### src/rtl/instruction_phase_sequencer.sv
// Instruction phase sequencer: IDLE/FETCH/DECODE/EXECUTE/COMMIT/HALT with IR latch and retire counter.
// Optional macro SEQ_WAIT_STATE_EN: READY=0 stretches FETCH and EXECUTE.
//
// state   | meaning
// --------+-----------------------------------------------------
// IDLE    | out of reset, decides between first fetch and halt
// FETCH   | instruction read on DIN, IR loaded on the final cycle
// DECODE  | IR valid, fields decoded
// EXECUTE | instruction executes
// COMMIT  | instruction retires, INSTR_COUNT increments
// HALT    | parked at an instruction boundary while HALT_REQ=1
module instruction_phase_sequencer #(
  parameter logic [15:0] RESET_IR = 16'h0000
) (
  input  logic        CLK,
  input  logic        RESET,
  input  logic [15:0] DIN,
  input  logic        READY,
  input  logic        HALT_REQ,
  output logic        FETCH,
  output logic        DECODE,
  output logic        EXECUTE,
  output logic        COMMIT,
  output logic        FETCH_RD,
  output logic        HALTED,
  output logic [15:0] IR,
  output logic [1:0]  GROUPF,
  output logic [1:0]  SKIPF,
  output logic [1:0]  CCF,
  output logic [1:0]  JPF,
  output logic        JLF,
  output logic [3:0]  ARGB,
  output logic [15:0] INSTR_COUNT
);

  // One-hot so every phase strobe is a flop output with no decode logic behind it
  typedef enum logic [5:0] {
    S_IDLE    = 6'b000001,
    S_FETCH   = 6'b000010,
    S_DECODE  = 6'b000100,
    S_EXECUTE = 6'b001000,
    S_COMMIT  = 6'b010000,
    S_HALT    = 6'b100000
  } state_t;

  state_t      state_q, state_d;
  logic [15:0] ir_q;
  logic [15:0] count_q;
  logic        ir_load;
  logic        count_inc;
  logic        phase_ready;

`ifdef SEQ_WAIT_STATE_EN
  assign phase_ready = READY;
`else
  logic unused_ready;
  assign unused_ready = READY;
  assign phase_ready  = 1'b1;
`endif

  always_comb begin
    state_d   = state_q;
    ir_load   = 1'b0;
    count_inc = 1'b0;
    case (state_q)
      S_IDLE:    state_d = HALT_REQ ? S_HALT : S_FETCH;
      S_FETCH: begin
        if (phase_ready) begin
          ir_load = 1'b1;
          state_d = S_DECODE;
        end
      end
      S_DECODE:  state_d = S_EXECUTE;
      S_EXECUTE: if (phase_ready) state_d = S_COMMIT;
      S_COMMIT: begin
        count_inc = 1'b1;
        state_d   = HALT_REQ ? S_HALT : S_FETCH;
      end
      S_HALT:    if (!HALT_REQ) state_d = S_FETCH;
      default:   state_d = S_IDLE;
    endcase
  end

  always_ff @(posedge CLK) begin
    if (RESET) begin
      state_q <= S_IDLE;
      ir_q    <= RESET_IR;
      count_q <= 16'h0000;
    end else begin
      state_q <= state_d;
      if (ir_load) ir_q <= DIN;
      if (count_inc) count_q <= count_q + 16'h0001;
    end
  end

  assign FETCH       = state_q[1];
  assign DECODE      = state_q[2];
  assign EXECUTE     = state_q[3];
  assign COMMIT      = state_q[4];
  assign HALTED      = state_q[5];
  assign FETCH_RD    = state_q[1];
  assign IR          = ir_q;
  assign INSTR_COUNT = count_q;

  // IR[6:4] carries no field
  assign GROUPF = ir_q[15:14];
  assign SKIPF  = ir_q[13:12];
  assign CCF    = ir_q[11:10];
  assign JPF    = ir_q[9:8];
  assign JLF    = ir_q[7];
  assign ARGB   = ir_q[3:0];

endmodule
### config.mk
export PLATFORM = sky130hd
export DESIGN_NAME = instruction_phase_sequencer
export DESIGN_NICKNAME = d
export VERILOG_FILES = /design/src/rtl/instruction_phase_sequencer.sv
export SDC_FILE = /design/constraint.sdc
export NUM_CORES = 1
export LEC_CHECK = 0
export CAP_MARGIN = 10
export CORE_MARGIN = 2
export CORE_UTILIZATION = 42
export DETAILED_ROUTE_END_ITERATION = 8
export GPL_ROUTABILITY_DRIVEN = 1
export MAX_ROUTING_LAYER = met4
export PLACE_DENSITY = 0.79
export SLEW_MARGIN = 15
export SYNTH_ARGS = -nofsm -noshare
export SYNTH_HDL_FRONTEND = slang
export SYNTH_SLANG_ARGS = --single-unit
### constraint.sdc
create_clock -name CLK -period 1.9 [get_ports CLK]
set_input_delay 0.38 -clock CLK [delete_from_list [all_inputs] [get_ports CLK]]
set_output_delay 0.38 -clock CLK [all_outputs]
set_load 0.05 [all_outputs]
# [Yosys cells after proc, flatten, opt, wreduce, memory -nomap -nowiden]
# Index checks and enable logic that the tools add are counted.
[op_classes] addsub=1 eq_ne=7 reduce_logical=1 n_mux=5
[op_table] operator="case mux 6 bit (5 select lines)" n=1
[op_table] operator="adder 16 x 1 -> 16 bit (second input constant)" n=1
[op_table] operator="2-to-1 mux 6 bit" n=2
[op_table] operator="equality test 6 x 1 -> 1 bit (second input constant)" n=1
[op_table] operator="equality test 6 x 2 -> 1 bit (second input constant)" n=1
[op_table] operator="equality test 6 x 3 -> 1 bit (second input constant)" n=1
[op_table] operator="equality test 6 x 4 -> 1 bit (second input constant)" n=1
[op_table] operator="equality test 6 x 5 -> 1 bit (second input constant)" n=1
[op_table] operator="equality test 6 bit (second input constant)" n=1
[op_table] operator="2-to-1 mux 1 bit" n=2
[op_table] operator="!= test 2 bit (second input constant)" n=1
[op_table] operator="OR reduction 2 bit" n=1
[totals] word_cells=17 register_bits=38

# [Depth between registers and ports, before layout]
# Gate-level depths: netlist (run 1).
[logic_depth] depth_word=3 ltp_mapped=7 mapped_depth_nobuf=5

# [Least setup slack after synthesis (run 1)]
# Ideal clock, no wire load.
[synth_timing] path_kind="register to register" start="reg state_q[4]" end="reg count_q[15], in the netlist INSTR_COUNT[15]" path_stages_with_launch=6 slack_ns=-0.140 setup_ns=0.070 arrival_ns=1.970 required_time_ns=1.830 synth_period_minus_slack_ns=2.040 n_path_buf=1 cell_sequence="dfxtp_1 -> buf_2 -> nor4b_4 -> nand4_4 -> or4_1 -> a21oi_1"
[synth_between] elab_chain_cells=2
[synth_rtl] element="start, declared" line_no="46" rtl="state_t state_q, state_d;"
[synth_rtl] element="start signal, assigned" line_no="90" rtl="state_q <= state_d;"
[synth_rtl] element="equality test 6 x 5 -> 1 bit" line_no="65" rtl="case (state_q)"
[synth_rtl] element="2-to-1 mux 1 bit" line_no="65"
[synth_rtl] element="end signal, assigned" line_no="92" rtl="if (count_inc) count_q <= count_q + 16'h0001;"
[synth_rtl] element="end, declared" line_no="48" rtl="logic [15:0] count_q;"
# No other way between the ends.
# A chain may end at the register's enable or synchronous reset.

# [Worst setup path in the final report (run 1)]
[layout_timing] start="reg count_q[9], in the netlist INSTR_COUNT[9]" end="out INSTR_COUNT[9]"
[layout_lines] element="end, declared" line_no="33" rtl="output logic [15:0] INSTR_COUNT"
# No word-level cell between the ends.

==> flow_summary.toml, run 1 <==
[clock_network]
clock_sinks = 38
cts_root_buffer = "clkbuf_8"
cts_tree = "yes"
cts_buffers = 5
cts_max_level = 2
cts_buffer_depth = 2
clk_transition_reported_paths_ns = 0.07
cts_resized = 0
clk-insertion-delay-late_ns = 0.28
postCtsHoldBufs = 0
post_cts_buffers = 0

[worst_setup_path]
worst_ep_arrival_time_ns = 1.47
crit_slowest_cell = "clkdlybuf4s50_1"
crit_path_end_kind = "primary output"
cp_top_family = "buffers and inverters"
path_max_fanout = 5
path_buf_inv = 1
reg2reg_from = "state_q[0]"
critical_path.cell_chain = "clkdlybuf4s50_1"
cp-start-kind = "register"
cpPeakStageDelay_ns = 0.82
path_class = "register to primary output"
worstPathRequired_ns = 1.52
cp-startpoint = "INSTR_COUNT[9]"

[logic_synthesis]
synth_flop_cell = "dfxtp_1"
yosysUniqueCellTypes = 30
synthArstFlopShare = 0
syn-cell-area_um2 = 1670
yosys_warnings = 0
synth.avg_cell_area_um2 = 8.45
yosysTopAreaCell = "dfxtp_1"
ys_ff_latch = 38
synth_area_leaders = "dfxtp_1 (45%), nand2_1 (8.5%), a21oi_1 (6.9%)"
netlist_instances = 198
seq_area_frac_synth = 0.455
synth.top_cell.area_share = 0.455
synth_edf_count = 0
yosys-top-cells-count = "dfxtp_1 (38), nand2_1 (38), a21oi_1 (23), nor2_1 (15), buf_4 (14)"
synthesis.nets = 219

[place]
gp_congestion = 0.829
port_buffers = 69
dp_hpwl_mm = 2.68

[power]
p_int_mw = 1.19
switchingPower_mw = 0.461
p_clk_frac = 0.307
power_frac_seq = 0.518
vdd_drop_max_uv = 456
comb_power_share = 0.175
swShare = 0.280
cellLeakagePower_nw = 0.868
p_per_area_nw_per_um2 = 699

[drt]
ant_nets = 0
routed_wirelength_mm = 3.66
viasPerCell = 5.10
drc_errors = 0
wl_per_cell_um = 12.0
drtIter0Drc = 96
vias = 1560
drtPass1Iterations = 4

[timing]
rsz0062_at_grt = "false"
finalCritPeriodShare = 0.973
max_slew_margin = 0.653
final_max_slew_viol_count = 0
tns_ns = 0
period_needed_ns = 1.85
finalSetupViolations = 0
hold_viol = 0
timing.fmax_mhz = 541
fin_worst_skew_ns = 0.00223
tightest_slew_ns = 0.518

[final_layout]
seq_area_um2 = 762
fillCellCount = 375
diodes = 0
utilization = 0.629
nets = 279
syn2layout_area_growth_pct = 40.8
multi_input_area_um2 = 757
layout-drive-gt1-share = 0.147

[grt]
antenna_found_initial = 0
grt.total_usage = 0.176
grt_max_degree = 34
grt_pass1_wl_mm = 5.91
grt_pass1_vias = 1352
overflow = 0

[run_status]
status = "complete, no violations"

[floorplan]
fp-row-count = 22
die_area_um2 = 4500
coreArea_um2 = 3740
die_w_um = 67.1
io_pins = 71
die_h_um = 67.1
start_util = 0.447

[min_path]
min_path_type = "register to register"
worstHoldStart = "IR[6]"

[run]
drv_cap = 0
[final cells by class]
cell class / count / share of cell area
Inverter: 2 / 0.00319
Timing Repair Buffer: 76 / 0.294
Tap cell: 48 / 0.0255
Multi-Input combinational cell: 135 / 0.321
Sequential cell: 38 / 0.323
Clock buffer: 7 / 0.0324
[worst paths after layout]
check | to | slack (ns) | cells after the start
worst max register to register | INSTR_COUNT[15] | 0.27 | 4
worst max-delay path | INSTR_COUNT[9] | 0.05 | 1
worst min-delay path | IR[6] | 0.46 | 2
worst min register to register | IR[6] | 0.46 | 2
[kinds of logic (layout without fill, tap and decap cells)]
group / after synthesis / count (layout) / share of synthesized area
simple gates: 90 / 90 / 0.286
compound gates: 33 / 33 / 0.102
xor+xnor: 11 / 11 / 0.0576
fa+ha+maj: 1 / 1 / 0.00748
buf+inv: 25 / 85 / 0.0927
flops: 38 / 38 / 0.455
[power groups by stage]
stage	registers (mW)	logic (mW)	clock network [mW]
3_5_place_dp	0.871	0.290	0
5_1_grt	0.856	0.311	0.554
2_1_floorplan	0.918	0.149	0
6_report	0.853	0.288	0.505
3_3_place_gp	0.871	0.287	0
4_1_cts	0.853	0.290	0.526
[flip-flops by register name (all words and copies together), names as in the netlist]
register	count
IR	16
state_q	6
INSTR_COUNT	16
[metrics by stage]
step                      power, mW  std cells  setup slack (ns)  cell area, um^2  hold WS, ns
after floorplan                1.07        198            0.0351             1670        0.452
after global placement         1.16        299             0.229             2280        0.442
after detailed placement       1.16        299             0.217             2280        0.448
after CTS                      1.67        306            0.0404             2360        0.458
after global routing           1.72        306            0.0125             2360        0.488
final                          1.65        306            0.0521             2360        0.456
[layout by cell type, fill, tap and decap left out, drive strengths merged, types with 3 or more instances in the layout]
cell,instances
clkdlybuf4s50,49
nand2,38
dfxtp,38
buf,27
a21oi,23
nor2,16
xor2,11
o21ai,8
nand3,7
clkbuf,7
or3,6
nand4,6
nor4b,4
and3,3
[worst register-to-register path: stages (launching register included)]
cell	delay (ns)
dfxtp_1	0.41
nor4b_4	0.39
nand4_4	0.21
or4_1	0.43
a21oi_1	0.14
[layer usage]
layer  global-route usage  vias to the layer above  wire length, um
li1                     -                      781                -
met2                0.297                       56             1710
met1                0.192                      718             1580
met3               0.0574                        5              323
met4               0.0689                        0               46
met5                    -                        -                0
(Power assumes the default switching activity.)
==> run 2, diff against run 1 <==
- CORE_MARGIN: 2 -> 3
==> flow_summary.toml, run 2 (same netlist as run 1, synthesis figures left out) <==
[run_status]
status = "complete, no violations"

[final_layout]
final_common_cell = "clkdlybuf4s50_1"
diodes = 0
nets = 279
syn2layout_area_growth_pct = 42.3
stdcell_count = 307
mostFrequentLayoutCells = "clkdlybuf4s50_1 (45), nand2_1 (38), dfxtp_1 (37)"
fillCellCount = 344
seq_area_um2 = 762
layout-drive-gt1-share = 0.154
multi_input_area_um2 = 757

[place]
dp_slack_ns = 0.240
port_buffers = 69
place_inst = 299
gp_congestion = 0.774
dp_hpwl_mm = 2.72

[drt]
wl_per_cell_um = 12.2
drtPass1Iterations = 4
routed_wirelength_mm = 3.74
ant_nets = 0
viasPerCell = 4.95
vias = 1519
drtIter0Drc = 96
drc_errors = 0

[grt]
antenna_found_initial = 0
grt_max_degree = 18
grt.total_usage = 0.165
grt_pass1_wl_mm = 6.33
grt_pass1_vias = 1412
overflow = 0

[worst_setup_path]
worstPathRequired_ns = 1.52
path_max_fanout = 5
crit_path_end_kind = "primary output"
worst_ep_arrival_time_ns = 1.47
critical_path.cell_chain = "clkdlybuf4s50_1"
cp-start-kind = "register"
crit_slowest_cell = "clkdlybuf4s50_1"
path_buf_inv = 1
cp_top_family = "buffers and inverters"
path_class = "register to primary output"
cpPeakStageDelay_ns = 0.82

[timing]
fin_worst_skew_ns = 0.00324
finalCritPeriodShare = 0.972
whs_ns = 0.456
worst_slack_ns = 0.0534
finalSetupViolations = 0
final_max_slew_viol_count = 0
max_slew_margin = 0.661
tightest_slew_ns = 0.507
rsz0062_at_grt = "false"
hold_viol = 0
period_needed_ns = 1.85
timing.fmax_mhz = 542
tns_ns = 0

[floorplan]
die_h_um = 69.1
fp-row-count = 22
io_pins = 71
die_w_um = 69.1
coreArea_um2 = 3740
start_util = 0.447
die_area_um2 = 4780

[clock_network]
clk_transition_reported_paths_ns = 0.07
cts_max_level = 2
cts_buffers = 5
cts_root_buffer = "clkbuf_8"
cts_tree = "yes"
clk-insertion-delay-late_ns = 0.28
cts_buffer_depth = 2
clock_sinks = 38
postCtsHoldBufs = 0

[min_path]
min_path_type = "register to register"

[run]
drv_cap = 0

[power]
cellLeakagePower_nw = 0.952
p_per_area_nw_per_um2 = 713
vdd_drop_max_uv = 510
## run 2: per-layer routing
layer | part of all wire | global-route usage
met5 | 0 | -
met3 | 0.073 | 0.0452
met2 | 0.46 | 0.253
met4 | 0.012 | 0.0738
met1 | 0.46 | 0.203
## run 2: stage by stage
step	power (mW)	instance area (um^2)	utilization
final	1.70	2380	0.636
after global routing	1.78	2380	0.636
after detailed placement	1.16	2280	0.609
after CTS	1.72	2370	0.633
after global placement	1.16	2280	0.609
after floorplan	1.07	1670	-
## run 2: final cells by class
class | instances | area share
timing repair buffer | 76 | 0.295
inverter | 2 | 0.00315
clock inverter | 1 | 0.00210
clock buffer | 7 | 0.0363
multi-input combinational | 135 | 0.318
sequential | 38 | 0.320
tap | 48 | 0.0252
## run 2: worst paths after layout
check                  from               to  slack [ns]  depth (start not counted)
max          INSTR_COUNT[9]   INSTR_COUNT[9]        0.05                          1
min                   IR[6]            IR[6]        0.46                          2
max reg2reg      state_q[0]  INSTR_COUNT[15]        0.25                          4
min reg2reg           IR[6]            IR[6]        0.46                          2
## run 2: report_power, final
part	total [mW]	switching, mW	internal, mW	leakage (nW)
registers	0.856	0.0370	0.819	0.308
clock network	0.559	0.266	0.293	0.0482
logic	0.284	0.173	0.112	0.596
total	1.70	0.476	1.22	0.952
## run 2: timing repair
action	4_1_cts	5_1_grt
resized for setup	0	4
setup buffers	0	0
setup endpoints to repair	0	4
==> run 3, diff against run 2 <==
- CAP_MARGIN: 10 -> not set
- CORE_MARGIN: 3 -> 2
==> results of run 3 <==
No change in the layout: final DEF, timing and power equal those of run 1.
==> patch 1 (settings of run 1) <==
Put one more register stage on the output `INSTR_COUNT`, cleared by the reset. The value now appears one clock later. The other outputs are not delayed to match.
--- a/src/rtl/instruction_phase_sequencer.sv
+++ b/src/rtl/instruction_phase_sequencer.sv
@@ -102,3 +102,9 @@
   assign IR          = ir_q;
-  assign INSTR_COUNT = count_q;
+  always_ff @(posedge CLK) begin
+    if (RESET) begin
+      INSTR_COUNT <= '0;
+    end else begin
+      INSTR_COUNT <= count_q;
+    end
+  end
 
Function: changed (a bounded check fails within 10 cycles, from zero or initial values and one cycle with RESET high).
==> patch 1 against run 1 <==
Area after synthesis is 26% higher; worst setup slack worse by 0.0028 ns; design area increased by 25%; sequential share of layout area up 4.5 points; total power increased by 33%; sequential cell count up 16; synthesized cell count up 17%; routed wire length increased by 15%; non-clock buffer count increased by 3.
==> patch 1: results (changes against run 1) <==
<table>
<tr><th>Metric</th><th>Value</th></tr>
<tr><th colspan="2">Drt</th></tr>
<tr><td>Overall via count from detail_route</td><td>1706 (+9.4%)</td></tr>
<tr><td>1st-iter DRT viols</td><td>79 (-18%)</td></tr>
<tr><td>Total length of routed wires</td><td>4190 um (+15%)</td></tr>
<tr><th colspan="2">Power</th></tr>
<tr><td>Switching share of power</td><td>24.5% (-3.5 points)</td></tr>
<tr><td>Max IR drop VDD</td><td>450 uV (-1.4%)</td></tr>
<tr><td>Total leakage power</td><td>0.00141 uW (+62%)</td></tr>
<tr><th colspan="2">Global route</th></tr>
<tr><td>Aggregate global-route resource usage</td><td>16.0% (-1.6 points)</td></tr>
<tr><td>Largest net degree at the start of global routing</td><td>37 (+8.8%)</td></tr>
<tr><td>Number of global-route vias before repair</td><td>1518 (+12%)</td></tr>
<tr><td>First-pass GRT wire length</td><td>6680 um (+13%)</td></tr>
<tr><th colspan="2">Critical path</th></tr>
<tr><td>Depth of the worst register-to-register path</td><td>6 (+2)</td></tr>
<tr><td>Crit Path Max Fanout</td><td>3 (-2)</td></tr>
<tr><td>Source of the worst register-to-register timing path</td><td>count_q[0]</td></tr>
<tr><td>Endpoint of the worst-slack reg-to-reg timing path</td><td>count_q[12]</td></tr>
<tr><th colspan="2">Synth</th></tr>
<tr><td>Number of standard cells after synthesis</td><td>231 (+17%)</td></tr>
<tr><td>Register area share after synthesis</td><td>51.5% (+6.0 points)</td></tr>
<tr><td>Dominant cells by area after synthesis</td><td>dfxtp_1 (51%), nand2_1 (7.3%), a21oi_1 (5.0%)</td></tr>
<tr><td>Number of nets in the synthesized netlist</td><td>252 (+15%)</td></tr>
<tr><td>Synth top cells by count</td><td>dfxtp_1 (54), nand2_1 (41), a21oi_1 (21)</td></tr>
<tr><th colspan="2">Clocking</th></tr>
<tr><td>Clk Latency, worst-skew pair</td><td>0.30 ns (+0.02 ns)</td></tr>
<tr><td>Root buffer cell</td><td>clkbuf_8</td></tr>
<tr><td>Clock-pin slew of the registers on the worst-case setup and hold paths</td><td>0.09 ns (+0.02 ns)</td></tr>
<tr><th colspan="2">Place</th></tr>
<tr><td>Routability cong.</td><td>0.770 (-7.2%)</td></tr>
<tr><td>Sum of net half-perimeters after detailed placement</td><td>2970 um (+11%)</td></tr>
<tr><td>Number of placed instances, taps included</td><td>353 (+18%)</td></tr>
<tr><th colspan="2">Timing</th></tr>
<tr><td>Relative slew margins</td><td>65.2% (-0.14 points)</td></tr>
<tr><td>Layout Skew</td><td>0.00404 ns (+0.00180 ns)</td></tr>
<tr><td>Hold WS</td><td>0.457 ns (+0.000476 ns)</td></tr>
<tr><th colspan="2">Final layout</th></tr>
<tr><td>Fraction of final layout cells sized beyond drive strength 1</td><td>10.9% (-3.8 points)</td></tr>
<tr><td>Total Nets Final</td><td>314 (+13%)</td></tr>
<tr><th colspan="2">Outcome</th></tr>
<tr><td>Result of the run</td><td>finished, final reports clean</td></tr>
</table>
## patch 1: power by group through the flow
stage	Clock (uW)	Sequential [uW]	Combinational, uW
2_1_floorplan	0	1250	135
3_3_place_gp	0	1210	272
3_5_place_dp	0	1210	276
4_1_cts	754	1180	276
5_1_grt	806	1180	293
6_report	734	1180	274
## patch 1: tightest hold or removal path: stages, from the launching register on
cell and delay, ns:
dfxtp_1 0.32, nand2_1 0.05, a21oi_1 0.05
## patch 1: what timing repair did
action / in CTS / in global routing
resized for setup: 0 / 18
endpoints found under the setup margin: 0 / 20
buffers inserted: 0 / 0
## patch 1: worst max-delay path by stage
stage | endpoint | depth (start not counted) | from | slack, ns
after global routing | IR[3] | 1 | IR[3] | -0.002
final | IR[12] | 1 | IR[12] | 0.05
after CTS | CCF[1] | 1 | IR[11] | 0.01
after global placement | state_q[0] | 6 | RESET | 0.18
after floorplan | count_q[10] | 4 | state_q[5] | 0.05
after detailed placement | state_q[0] | 6 | RESET | 0.15
## patch 1: per-layer routing
layer,vias up,wire length (um),global-route usage [%]
met3,2,196,4.02
li1,884,-,-
met5,-,0,-
met4,0,27,5.95
met1,771,1820,19.1
met2,49,2150,26.2
## patch 1: final cells by class
type / count / area (sq um)
fillers: 410 / 1840
flip-flops and latches: 54 / 1080
multi-input cells: 150 / 856
repair buffers: 79 / 806
well taps: 67 / 83.8
clock buffers: 7 / 76.3
clock inverters: 1 / 30.0
inverters: 3 / 11.3
## patch 1: cells by family after synthesis
group	Yosys count	synth area share [%]
fa+ha+maj	1	0.595
buf+inv	27	7.80
mux	2	1.07
xor+xnor	9	3.75
compound gates	30	7.44
simple gates	108	27.9
flops	54	51.5
==> patch 2 (config.mk and constraints of run 1) <==
Without the edit above. Add a define of `SEQ_WAIT_STATE_EN`.
--- a/src/rtl/instruction_phase_sequencer.sv
+++ b/src/rtl/instruction_phase_sequencer.sv
@@ -11,2 +11,4 @@
 // HALT    | parked at an instruction boundary while HALT_REQ=1
+`define SEQ_WAIT_STATE_EN
+
 module instruction_phase_sequencer #(
Behaviour: not the same (Yosys sat finds a counterexample within 4 cycles, from zero or initial values and one cycle with RESET high).
==> patch 2 against run 1 <==
Die area up 3.5%; area after synthesis up 3.7%; cell count down 2.6%; worst setup slack worse by 0.0075 ns; clock skew up 0.0027 ns; design area up 5.7%; sequential cell count unchanged; routed wire length up 3.5%; total power up 18%; sequential power down 2%; critical endpoint is now IR[10]; largest cell class is now multi-input combinational cells; largest power group is now the clock network.
==> patch 2: results (changes against run 1) <==
<table>
<tr><th>Metric</th><th>Value</th></tr>
<tr><th colspan="2">Timing</th></tr>
<tr><td>Layout Skew</td><td>0.00498 ns (+0.00275 ns)</td></tr>
<tr><td>Slew @ Worst Pin</td><td>0.514 ns (-0.00395 ns)</td></tr>
<tr><th colspan="2">Power</th></tr>
<tr><td>Max IR drop VDD</td><td>364 uV (-20%)</td></tr>
<tr><td>Power Sequential</td><td>838 uW (-2%)</td></tr>
<tr><td>Clock group share of total power</td><td>43.8% (+13 points)</td></tr>
<tr><td>Power dissipated by switching net loads</td><td>457 uW (-0.94%)</td></tr>
<tr><th colspan="2">Drt</th></tr>
<tr><td>Total iterations of the first detailed-routing run</td><td>6 (+2)</td></tr>
<tr><td>1st-iter DRT viols</td><td>78 (-19%)</td></tr>
<tr><td>Vias per std cell</td><td>5.04 (-1.1%)</td></tr>
<tr><th colspan="2">Hold path</th></tr>
<tr><td>HP Start</td><td>INSTR_COUNT[15]</td></tr>
<tr><th colspan="2">Global route</th></tr>
<tr><td>Number of global-route vias before repair</td><td>1298 (-4.0%)</td></tr>
<tr><td>Aggregate global-route resource usage</td><td>17.6% (-0.046 points)</td></tr>
<tr><th colspan="2">Place</th></tr>
<tr><td>Sum of net half-perimeters after detailed placement</td><td>2670 um (-0.49%)</td></tr>
<tr><td>Total placed instance area</td><td>2340 sq um (+2.6%)</td></tr>
<tr><td>Total of buffers placed on input and output ports</td><td>70 (+1.4%)</td></tr>
<tr><th colspan="2">Synth</th></tr>
<tr><td>Cell variety after synth</td><td>34 (+13%)</td></tr>
<tr><td>Register area share after synthesis</td><td>43.8% (-1.6 points)</td></tr>
<tr><td>Dominant cells by area after synthesis</td><td>dfxtp_1 (44%), mux2i_1 (9.8%), buf_4 (6.1%)</td></tr>
<tr><th colspan="2">Final layout</th></tr>
<tr><td>Clock tree cell share of total cell area</td><td>5.73% (+2.5 points)</td></tr>
<tr><td>Proportion of cell area occupied by multi-input gates</td><td>32.5% (+0.38 points)</td></tr>
<tr><td>CLK BUF</td><td>6 (-1)</td></tr>
<tr><td>Total Nets Final</td><td>268 (-3.9%)</td></tr>
<tr><th colspan="2">Outcome</th></tr>
<tr><td>Result of the run</td><td>finished, final reports clean</td></tr>
<tr><th colspan="2">Critical path</th></tr>
<tr><td>Internal reg-to-reg setup slack</td><td>0.21 ns (-0.06 ns)</td></tr>
<tr><td>Capture point of the worst path</td><td>IR[10]</td></tr>
</table>
==> patch 2: worst min path at each step <==
stage	end	slack, ns	depth (start not counted)
floorplan	state_q[1]	0.47	1
global placement	INSTR_COUNT[15]	0.47	2
detailed placement	INSTR_COUNT[15]	0.47	2
CTS	INSTR_COUNT[15]	0.48	2
global route	INSTR_COUNT[15]	0.51	2
finish	INSTR_COUNT[15]	0.48	2
==> patch 2: cells by family (layout without fill, tap and decap cells) <==
| family | count (synthesis) | after routing | share of synthesized area [%] |
|---|---|---|---|
| AND/OR/NAND/NOR | 71 | 71 | 23.1 |
| flip-flops | 38 | 38 | 43.8 |
| buffers and inverters | 27 | 86 | 9.52 |
| AO/OA/AOI/OAI | 26 | 26 | 8.44 |
| multiplexers | 17 | 17 | 9.81 |
| XOR/XNOR | 9 | 9 | 4.54 |
| adder cells (fa/ha/maj) | 1 | 1 | 0.721 |
==> patch 2: stage by stage <==
step                std cells  total power, uW  hold slack (ns)  setup WS (ns)  setup TNS, ns
global placement          290             1110            0.469          0.208              0
finish                    298             1940            0.479         0.0446              0
global route              298             2010            0.513        0.00113              0
floorplan                 189             1030            0.474       -0.00621       -0.00621
CTS                       298             1950            0.484        0.00404              0
detailed placement        290             1110            0.472          0.160              0
==> patch 2: per-layer routing <==
layer / share of wire, % / vias to the layer above / global-route usage (%)
li1: - / 767 / -
met1: 46 / 685 / 22.4
met2: 45 / 45 / 25.7
met3: 7.3 / 5 / 6.25
met4: 1.3 / 0 / 6.25
met5: 0 / - / -
==> patch 2: timing repair <==
| item | CTS | global route |
|---|---|---|
| endpoints found under the setup margin | 0 | 4 |
| hold buffers | 0 | 0 |
| setup buffers | 0 | 0 |
| resized for setup | 0 | 3 |
